===== config.mk =====
export PLATFORM = sky130hd
export DESIGN_NAME = key_expansion_ctrl
export DESIGN_NICKNAME = d
export VERILOG_FILES = /design/src/rtl/key_expansion_ctrl.sv
export SDC_FILE = /design/constraint.sdc
export NUM_CORES = 1
export LEC_CHECK = 0
export CAP_MARGIN = 20
export CORE_MARGIN = 4
export CORE_UTILIZATION = 49
export CTS_CLUSTER_DIAMETER = 80
export CTS_CLUSTER_SIZE = 16
export DETAILED_ROUTE_END_ITERATION = 16
export PLACE_DENSITY_LB_ADDON = 0.15
export SLEW_MARGIN = 30
export SYNTH_ARGS = -nofsm -noshare
export SYNTH_HDL_FRONTEND = slang
export SYNTH_SLANG_ARGS = --single-unit

===== constraint.sdc =====
create_clock -name i_clk -period 3.3 [get_ports i_clk]
set_input_delay 0.99 -clock i_clk [delete_from_list [all_inputs] [get_ports i_clk]]
set_output_delay 0.99 -clock i_clk [all_outputs]
set_load 0.02 [all_outputs]

===== src/rtl/key_expansion_ctrl.sv =====
// rtl/key_expansion_ctrl.sv - AES key-expansion sequencer: loads Nk key words, then drives one
// FIPS-197 recurrence word per cycle into a 64 x 32 register file (w[i] at register i+1).
module key_expansion_ctrl #(
  parameter logic [5:0] PARK_ADDR = 6'd63
) (
  input  logic         i_clk,
  input  logic         i_rst,
  input  logic         i_start,
  input  logic [1:0]   i_key_len,
  input  logic [255:0] i_key_in,
  output logic [31:0]  o_key_word,
  output logic         o_wr_sel,
  output logic [5:0]   o_addr_wr,
  output logic [5:0]   o_addr_a,
  output logic [5:0]   o_addr_b,
  output logic         o_rot_en,
  output logic         o_sub_en,
  output logic [7:0]   o_rcon,
  output logic [3:0]   o_num_rounds,
  output logic         o_busy,
  output logic         o_done,
  output logic         o_key_ready
);

  localparam logic [1:0] S_IDLE   = 2'd0;
  localparam logic [1:0] S_LOAD   = 2'd1;
  localparam logic [1:0] S_EXPAND = 2'd2;
  localparam logic [1:0] S_DONE   = 2'd3;

  logic [1:0]   r_state;
  logic [5:0]   r_i;
  logic [2:0]   r_j;
  logic [7:0]   r_rcon;
  logic [255:0] r_key;
  logic [1:0]   r_klen;
  logic         r_key_ready;

  logic [2:0]   w_nk_m1;
  logic [5:0]   w_nw_m1;
  logic [255:0] w_key_shift;
  logic [7:0]   w_rcon_next;

  // Key length 2'b11 is folded to 2'b00 when latched, so everything downstream sees three cases.
  always_comb begin
    w_nk_m1      = 3'd3;
    w_nw_m1      = 6'd43;
    o_num_rounds = 4'd10;
    case (r_klen)
      2'b01: begin
        w_nk_m1      = 3'd5;
        w_nw_m1      = 6'd51;
        o_num_rounds = 4'd12;
      end
      2'b10: begin
        w_nk_m1      = 3'd7;
        w_nw_m1      = 6'd59;
        o_num_rounds = 4'd14;
      end
      default: ;
    endcase
  end

  assign w_key_shift = r_key << {r_i[2:0], 5'b0};
  assign w_rcon_next = {r_rcon[6:0], 1'b0} ^ (r_rcon[7] ? 8'h1b : 8'h00);

  always_ff @(posedge i_clk) begin
    if (i_rst) begin
      r_state     <= S_IDLE;
      r_i         <= 6'd0;
      r_j         <= 3'd0;
      r_rcon      <= 8'h01;
      r_key       <= 256'd0;
      r_klen      <= 2'b00;
      r_key_ready <= 1'b0;
    end else begin
      case (r_state)
        S_IDLE: begin
          if (i_start) begin
            r_key       <= i_key_in;
            r_klen      <= (i_key_len == 2'b11) ? 2'b00 : i_key_len;
            r_i         <= 6'd0;
            r_rcon      <= 8'h01;
            r_key_ready <= 1'b0;
            r_state     <= S_LOAD;
          end
        end
        S_LOAD: begin
          r_i <= r_i + 6'd1;
          if (r_i == {3'b000, w_nk_m1}) begin
            r_j     <= 3'd0;
            r_state <= S_EXPAND;
          end
        end
        S_EXPAND: begin
          r_i <= r_i + 6'd1;
          r_j <= (r_j == w_nk_m1) ? 3'd0 : r_j + 3'd1;
          if (r_j == 3'd0) begin
            r_rcon <= w_rcon_next;
          end
          if (r_i == w_nw_m1) begin
            r_key_ready <= 1'b1;
            r_state     <= S_DONE;
          end
        end
        default: begin
          r_state <= S_IDLE;
        end
      endcase
    end
  end

  // Outside LOAD/EXPAND the write port is parked on the scratch register.
  always_comb begin
    o_key_word = 32'd0;
    o_wr_sel   = 1'b0;
    o_addr_wr  = PARK_ADDR;
    o_addr_a   = 6'd0;
    o_addr_b   = 6'd0;
    o_rot_en   = 1'b0;
    o_sub_en   = 1'b0;
    o_rcon     = 8'h00;
    case (r_state)
      S_LOAD: begin
        o_key_word = w_key_shift[255:224];
        o_addr_wr  = r_i + 6'd1;
      end
      S_EXPAND: begin
        o_wr_sel  = 1'b1;
        o_addr_wr = r_i + 6'd1;
        o_addr_a  = r_i - {3'b000, w_nk_m1};
        o_addr_b  = r_i;
        if (r_j == 3'd0) begin
          o_rot_en = 1'b1;
          o_sub_en = 1'b1;
          o_rcon   = r_rcon;
        end else if (r_klen == 2'b10 && r_j == 3'd4) begin
          o_sub_en = 1'b1;
        end
      end
      default: ;
    endcase
  end

  assign o_busy      = (r_state == S_LOAD) || (r_state == S_EXPAND);
  assign o_done      = (r_state == S_DONE);
  assign o_key_ready = r_key_ready;

endmodule


==> results of run 1 <==
cells by family after synthesis:
group           count (synthesis)  share of synthesized area
buf+inv                       136                    0.04636
simple gates                  639                     0.2144
mux                            97                     0.1433
compound gates                297                     0.1244
flops                         278                     0.4502
other cells                     2                  0.0006076
fa+ha+maj                      12                    0.01215
xor+xnor                       12                   0.008503
sequential cells by signal, indices dropped and copies added (netlist names):
name,count
r_state,2
r_j,3
r_i,6
r_rcon,8
r_key,256
r_klen,2
o_key_ready,1
layout make-up:
cell class,instances,area (µm²)
timing repair buffer,382,3911
clock buffer,24,546.8
tap,324,405.4
fill,2078,7727
sequential,278,5579
clock inverter,2,17.52
antenna,9,22.52
multi-input combinational,1059,6281
inverter,11,42.54
metrics by stage:
stage	util	TNS [ps]	power [mW]	hold slack (ps)	std cells
after global routing	0.6850	-215.2	11.24	469.5	2089
after global placement	0.6521	-159.1	8.162	439.0	2035
after floorplan	-	0	6.732	433.1	1473
final	0.6850	-48.41	10.63	452.3	2089
after CTS	0.6797	-161.2	10.59	454.8	2072
after detailed placement	0.6521	-198.3	8.254	444.8	2035
what timing repair did:
action | in CTS | in global routing
pin swaps | 0 | 3
buffers inserted | 9 | 5
gates cloned | 2 | 4
hold buffers | 0 | 0
gates resized for setup | 88 | 53
endpoints found under the setup margin | 53 | 36
worst max-delay path: stages (launching register included):
cell,delay [ps]
dfxtp_2,350
inv_1,70
ha_4,240
o211a_1,220
a221o_1,290
or4_4,420
a21oi_2,140
buf_6,130
layer usage:
metal | wire (µm) | vias up
met3 | 2251 | 77
met1 | 14260 | 5193
met4 | 1360 | 8
li1 | - | 5489
met2 | 18910 | 333
met5 | 51 | -
path summary, 6_finish.rpt:
| path | start | end | slack (ps) | depth (start not counted) |
|---|---|---|---|---|
| setup / recovery | r_klen[0] | o_addr_a[5] | -50 | 7 |
| hold / removal | r_key[212] | r_key[212] | 450 | 2 |
| setup reg to reg | r_i[1] | r_state[1] | 1020 | 7 |
| hold reg to reg | r_key[212] | r_key[212] | 450 | 2 |
power groups by stage:
stage	Clock (mW)	Combinational, mW	Sequential (mW)
global placement	0	3.88	4.28
finish	2.34	4.06	4.23
detailed placement	0	3.94	4.32
global route	2.51	4.43	4.29
CTS	2.39	3.99	4.22
floorplan	0	2.55	4.18
cell usage in the layout, fill, tap and decap left out, drive strengths merged, types with 5 or more instances in the layout:
cell	instances
o21ai	5
inv	12
mux4	64
clkdlybuf4s50	272
dfxtp	278
diode	9
buf	59
clkdlybuf4s15	7
nand2	530
nand3	10
and2	18
mux2i	33
dlygate4sd2	17
a21oi	277
nand2b	10
ha	12
nor2b	36
clkbuf	44
xor2	10
dlymetal6s2s	6
nor2	13
==> run_results.csv, run 1 <==
group,metric,value,unit
global_routing,groute.layer.met2.usage,0.4318,
global_routing,grt_pass1_wl,56.75,mm
finish,area_growth,35.97,%
power_and_ir_drop,p_per_area,632.7,nW/µm²
routing,route.vias.total,11100,
synthesis,synthCells,1473,
timing,finalCritPeriodShare,1.015,
power_and_ir_drop,combPwrFrac,0.382,
global_routing,met3_usage,0.05357,
synthesis,ys_types,46,
synthesis,syn-cell-area,12360,µm²
synthesis,syn_avg_cell_area,8.391,µm²
power_and_ir_drop,swShare,0.3473,
run,max-cap-violations,0,
routing,drtAntennaViolNets,0,
clocking,clock_sinks,278,
global_routing,grt_util_met1,0.2961,
power_and_ir_drop,seqPwrFrac,0.398,
setup_path,crit_arrival,2360,ps
timing,skew,8.291,ps
setup_path,crit_type,"reg -> out",
routing,viasPerCell,5.314,
timing,setup_ws,-48.41,ps
routing,drt_wl_total,36.84,mm
run_status,violations,"negative setup slack",
synthesis,synth-edff-count,0,
routing,drt_pre_antenna_iters,5,
finish,drive_gt1_frac,0.1076,
floorplan,num_rows,57,
routing,drt_iter0_markers,970,
synthesis,synth_top_area_share,0.4502,
global_routing,grt_max_degree,150,
synthesis,yosysWarningCount,0,
timing,rsz0062_at_grt,"true",
power_and_ir_drop,p_leak,6.248,nW
floorplan,io_pins,329,
finish,fin_nets,2026,
global_routing,grt.busiest_layer,"met2",
setup_path,crit_path_end_kind,"primary output",
timing,tightest_slew,635.4,ps
run_status,status,"finished with violations",
timing,max_freq,0.2986,GHz
global_routing,grt.total_usage,0.2480,
floorplan,die-area,27830,µm²
global_routing,overflow,0,
routing,route.detailed.wl_per_inst,17.63,µm
synthesis,synth_top_cell_by_area,"dfxtp_1",
floorplan,die_x,166.8,µm
setup_path,worstPathRequired,2310,ps
synthesis,synth_common_cells,"530 x nand2_1, 278 x dfxtp_1, 277 x a21oi_1",
timing,setup_viol,1,
global_routing,grt_pass1_vias,10845,
timing,maxSlewHeadroom,0.5764,
place,io_buffers,326,
synthesis,ys_async_sr_fraction,0,
hold_path,hp-class,"reg -> reg",
floorplan,start_util,0.5038,
place,dp_hpwl,25.24,mm
setup_path,crit_path_start_kind,"register",
power_and_ir_drop,clkPwrFrac,0.220,
synthesis,synth_nets,1746,
timing,hold_viol_final,0,
clocking,cts_tree,"built",
floorplan,die_h,166.8,µm
clocking,ctsHtreeMaxLevel,1,
power_and_ir_drop,peakVddDrop,370.1,µV
synthesis,synth_area_leaders,"dfxtp_1 45%, nand2_1 16%, mux4_2 12%",
global_routing,grt_antenna_before_repair,13,
synthesis,synthMostInstantiatedCell,"nand2_1",
power_and_ir_drop,power.net_switching,3.692,mW
clocking,cts_made_buffers,21,
synthesis,synth-seq-area-share,0.4502,
synthesis,ys_ff_latch,278,
clocking,cts_root_buffer,"clkbuf_16",
place,pre_cts_slack,-198.3,ps
power_and_ir_drop,p_int,6.940,mW
finish,final_cell_area,16810,µm²
clocking,clk_pin_slew,70,ps
synthesis,ys.flop_type,"dfxtp_1",
place,place_area,16000,µm²
clocking,clock_path_buffers,3,
place,routabilityCongestion,0.8295,
timing,period_needed,3348,ps
setup_path,critical_path.max_fanout,6,
clocking,clock_latency,500,ps
timing,drv_slew,0,
floorplan,coreArea,24530,µm²
routing,drc_errors,0,
No activity file was read; power rests on OpenSTA's default activity.
==> inputs of run 2 (changes only) <==
CTS_CLUSTER_DIAMETER = default   (was 80)
TNS_END_PERCENT = 100   (was default)
==> run 2 against run 1 <==
Against the previous run: utilization up 1.9 points; global-route usage is 0.11 points higher; critical endpoint unchanged; final cell count is 1.9% higher; largest power group unchanged; fmax fell by 0.97%; total power rose by 8.8%; clock skew rose by 6.6 ps; clock power increased by 36%; highest routed layer unchanged; the run still ends with negative setup slack left; sequential power hardly changed; routed wire length grew 0.80%.
==> run_results.csv, run 2 (synthesized netlist as in run 1, its figures left out) <==
group,metric,value,unit
timing,period_needed,3381,ps
floorplan,die_h,166.8,µm
setup_path,crit_path_start_kind,"register",
power_and_ir_drop,power,11.56,mW
clocking,cts_tree,"built",
finish,final_common_cell,"nand2_1",
finish,fill_cells,2028,
run_status,violations,"negative setup slack",
timing,setup_viol,1,
timing,maxSlewHeadroom,0.5635,
timing,setup_ws,-81.11,ps
timing,skew,14.92,ps
clocking,cts_made_buffers,29,
global_routing,overflow,0,
routing,viasPerCell,5.315,
setup_path,worstPathRequired,2310,ps
power_and_ir_drop,p_leak,6.458,nW
setup_path,crit_path_end_kind,"primary output",
timing,max_freq,0.2958,GHz
place,io_buffers,326,
global_routing,grt_pass1_wl,57.08,mm
routing,drt_iter0_markers,786,
routing,route.vias.total,11310,
floorplan,die_x,166.8,µm
finish,top_register,"r_key",
clocking,hold_buffers,0,
clocking,cts_root_buffer,"clkbuf_16",
hold_path,hp-class,"reg -> reg",
clocking,ctsHtreeMaxLevel,1,
routing,drtAntennaViolNets,0,
power_and_ir_drop,p_per_area,669.6,nW/µm²
place,routabilityCongestion,0.8295,
setup_path,crit_type,"reg -> out",
finish,reg_top3,"r_key x256, r_rcon x8, r_i x6",
routing,route.detailed.wl_per_inst,17.45,µm
floorplan,die-area,27830,µm²
floorplan,num_rows,57,
global_routing,grt_antenna_before_repair,13,
finish,fin_nets,2046,
power_and_ir_drop,peakVddDrop,395.9,µV
routing,drc_errors,0,
timing,drv_slew,0,
routing,drt_wl_total,37.13,mm
finish,drive_gt1_frac,0.1298,
floorplan,io_pins,329,
clocking,clock_sinks,278,
timing,tightest_slew,654.8,ps
finish,layout_common_cells,"529 x nand2_1, 276 x a21oi_1, 273 x dfxtp_1, 272 x clkdlybuf4s50_1, 64 x mux4_2",
place,dp_hpwl,25.24,mm
clocking,clock_latency,550,ps
clocking,clk_pin_slew,60,ps
timing,hold_viol_final,0,
run_status,status,"finished with violations",
place,pre_cts_slack,-198.3,ps
finish,area_growth,39.72,%
setup_path,crit_arrival,2390,ps
clocking,clock_path_buffers,3,
global_routing,grt_max_degree,150,
routing,drt_pre_antenna_iters,5,
floorplan,start_util,0.5038,
run,max-cap-violations,0,
timing,finalCritPeriodShare,1.025,
global_routing,grt_pass1_vias,11056,
floorplan,coreArea,24530,µm²
global_routing,grt.total_usage,0.2492,
timing,rsz0062_at_grt,"true",
setup_path,critical_path.max_fanout,3,
finish,largest_register_ffs,256,
run 2: cell count changes in the layout (fill, tap and decap cells not counted), moves of 3 or more:
cell             previous run  this run
clkbuf_8                    2         5
dlygate4sd2_1              17        12
clkinv_2                    1         7
buf_2                       4         9
clkbuf_16                  25        31
buf_4                      33        41
clkbuf_1                    2        10
clkdlybuf4s15_2             1         6
buf_6                       3         6
run 2: worst paths after layout:
check / to / depth (start not counted) / slack (ps) / startpoint
worst max-delay path: o_addr_a[5] / 7 / -80 / r_klen[0]
worst min-delay path: r_key[246] / 2 / 450 / r_key[246]
worst max register to register: r_state[1] / 8 / 1090 / r_klen[0]
worst min register to register: r_key[246] / 2 / 450 / r_key[246]
run 2: what timing repair did:
action                                  in CTS  in global routing
gates cloned                                 2                  2
endpoints found under the setup margin      55                 33
buffers inserted                            17                 10
resized for setup                          115                 51
pin swaps                                    1                  3
run 2: per-layer routing:
metal	vias to the layer above	global-route usage	wire length, µm
met5	-	0	44
met4	6	0.1142	1431
met3	82	0.05665	2447
met2	339	0.4361	18810
met1	5333	0.2908	14400
li1	5550	-	-
run 2: critical path: stages, from the launching register on:
cell and delay, ps:
dfxtp_2 330, buf_4 150, ha_4 160, xor2_2 150
a221o_1 350, or4_4 420, a21oi_2 160, buf_6 130
run 2: where the power goes:
group	switching (mW)	internal, mW
clock	1.32	1.87
sequential	0.298	3.93
combinational	2.24	1.92
run 2: final cells by class:
type | count | area [µm²] | area share
Clock buffer | 43 | 818.3 | 0.04738
Multi-Input combinational cell | 1059 | 6296 | 0.3646
Tap cell | 324 | 405.4 | 0.02347
Inverter | 11 | 42.54 | 0.002463
Clock inverter | 10 | 106.4 | 0.006158
Sequential cell | 278 | 5577 | 0.3229
Antenna cell | 9 | 22.52 | 0.001304
Timing Repair Buffer | 394 | 4003 | 0.2318
run 2: stage by stage:
stage	TNS, ps	hold slack [ps]	utilization	cells	cell area [µm²]
6_report	-81.11	451.1	0.7039	2128	17270
5_1_grt	-508.0	467.7	0.7039	2128	17270
4_1_cts	-146.2	452.9	0.6973	2107	17110
3_5_place_dp	-198.3	444.8	0.6521	2035	16000
3_3_place_gp	-159.1	439.0	0.6521	2035	16000
2_1_floorplan	0	433.1	-	1473	12360
==> inputs of run 3 (changes only) <==
SLEW_MARGIN = default   (was 30)
clock period = 3.5 ns   (was 3.3 ns; I/O delays follow)
==> run 3 against run 2 <==
Against the previous run: the flow still finishes with violations (negative setup slack); non-clock buffer count fell by 19; total power down 4.0%; hold slack better by 0.61 ps; design area fell by 0.21%; count of clock-buffer cells in the layout rose by 1; highest routed layer unchanged; setup slack better by 79 ps; final cell count decreased by 0.99%; die area is the same; first-iteration DRC count increased by 22%.
==> run_results.csv, run 3 (synthesized netlist as in run 1, its figures left out) <==
group,metric,value,unit
finish,final_cells,2107,
global_routing,grt_antenna_before_repair,6,
floorplan,die_x,166.8,µm
routing,drc_errors,0,
place,dp_hpwl,25.78,mm
floorplan,io_pins,329,
place,dp.cells,2034,
power_and_ir_drop,clkPwrFrac,0.296,
power_and_ir_drop,combPwrFrac,0.344,
finish,fin_nets,2027,
clocking,cts_tree,"built",
power_and_ir_drop,p_per_area,644.4,nW/µm²
floorplan,start_util,0.5038,
power_and_ir_drop,power.net_switching,3.647,mW
floorplan,num_rows,57,
timing,rsz0062_at_grt,"true",
routing,drt_iter0_markers,961,
floorplan,coreArea,24530,µm²
timing,hold-worst-slack,451.7,ps
timing,skew,14.34,ps
timing,hold_viol_final,0,
finish,layout_common_cells,"529 x nand2_1, 285 x clkdlybuf4s50_1, 277 x a21oi_1, 273 x dfxtp_1, 64 x mux4_2",
global_routing,grt_pass1_wl,58.14,mm
floorplan,die-area,27830,µm²
timing,setup_viol,1,
global_routing,grt.total_usage,0.2548,
run,max-cap-violations,0,
routing,route.detailed.wl_per_inst,17.71,µm
setup_path,worstPathRequired,2450,ps
finish,drive_gt1_frac,0.1052,
timing,tightest_slew,791.1,ps
clocking,clock_latency,550,ps
finish,final_common_cell,"nand2_1",
setup_path,crit_path_end_kind,"primary output",
timing,period_needed,3502,ps
global_routing,grt_pass1_vias,11179,
run_status,violations,"negative setup slack",
routing,route.vias.total,11180,
timing,setup_ws,-2.274,ps
power_and_ir_drop,swShare,0.3284,
finish,top_register,"r_key",
clocking,cts_root_buffer,"clkbuf_16",
clocking,clk_pin_slew,60,ps
clocking,cts_made_buffers,29,
clocking,hold_buffers,0,
place,io_buffers,326,
power_and_ir_drop,p_leak,6.405,nW
timing,fin_setup_tns,-2.274,ps
clocking,clock_path_buffers,3,
setup_path,crit_arrival,2450,ps
finish,fin_util,0.7025,
global_routing,grt_max_degree,112,
setup_path,crit_type,"reg -> out",
power_and_ir_drop,p_int,7.459,mW
timing,finalCritPeriodShare,1.001,
finish,area_growth,39.43,%
timing,maxSlewHeadroom,0.4717,
run_status,status,"finished with violations",
floorplan,die_h,166.8,µm
finish,reg_top3,"r_key x256, r_rcon x8, r_i x6",
finish,largest_register_ffs,256,
routing,drt_wl_total,37.32,mm
place,routabilityCongestion,0.8234,
routing,drt_pre_antenna_iters,5,
power_and_ir_drop,peakVddDrop,502.5,µV
timing,drv_slew,0,
hold_path,hp-class,"reg -> reg",
routing,drtAntennaViolNets,0,
clocking,clock_sinks,278,
routing,viasPerCell,5.306,
setup_path,crit_path_start_kind,"register",
setup_path,critical_path.max_fanout,5,
clocking,ctsHtreeMaxLevel,1,
timing,max_freq,0.2855,GHz
power_and_ir_drop,seqPwrFrac,0.360,
global_routing,overflow,0,
## run 3: changes by cell type in the layout (fill, tap and decap cells not counted), sizes merged
cell | before | now
buf | 77 | 49
bufbuf | 1 | 2
bufinv | 2 | 4
clkbuf | 61 | 47
clkdlybuf4s15 | 10 | 6
clkdlybuf4s50 | 272 | 285
clkinv | 7 | 5
diode | 9 | 6
dlygate4sd2 | 12 | 29
dlymetal6s2s | 4 | 1
## run 3: cell type report
type | instances | area (µm²)
Sequential cell | 278 | 5579
Clock inverter | 10 | 160.2
Multi-Input combinational cell | 1059 | 6277
Clock buffer | 44 | 882.1
Timing Repair Buffer | 375 | 3874
Antenna cell | 6 | 15.01
Fill cell | 1954 | 7300
Inverter | 11 | 41.29
Tap cell | 324 | 405.4
## run 3: routing by layer
layer / global-route usage / vias to the layer above / part of all wire
met5: 0 / - / 0.00035
met4: 0.08218 / 2 / 0.028
met3: 0.05854 / 62 / 0.066
met2: 0.4519 / 355 / 0.51
met1: 0.3064 / 5264 / 0.40
li1: - / 5497 / -
## run 3: through the flow
stage	total power, mW	setup WS (ps)	cell area (µm²)
floorplan	6.348	348.7	12360
global placement	7.710	54.74	15950
detailed placement	7.797	12.40	15950
CTS	11.13	-6.629	17110
global route	11.71	-65.19	17230
finish	11.11	-2.274	17230
## run 3: worst paths after layout
path	from	to	slack, ps	cells after the start
min	r_key[37]	r_key[37]	450	2
max	r_klen[0]	o_addr_a[5]	-2	7
min reg2reg	r_key[37]	r_key[37]	450	2
max reg2reg	r_i[1]	r_state[1]	1300	7
## run 3: critical path, stage by stage (launching register included)
cell and delay, ps:
dfxtp_2 350, inv_2 50, ha_4 220, o211a_1 200, a221o_1 280, or4_1 490
a21oi_1 160, buf_4 160
## run 3: what timing repair did
item,CTS,global route
resized for setup,56,23
setup endpoints to repair,48,21
cloned,2,1
setup buffers,5,5
pin swaps,1,5
## run 3: power groups by stage
stage / Clock, mW / Sequential [mW] / Combinational (mW)
after floorplan: 0 / 3.94 / 2.40
after global placement: 0 / 4.06 / 3.65
after detailed placement: 0 / 4.09 / 3.71
after CTS: 3.35 / 3.99 / 3.80
after global routing: 3.48 / 4.06 / 4.17
final: 3.29 / 4.00 / 3.82
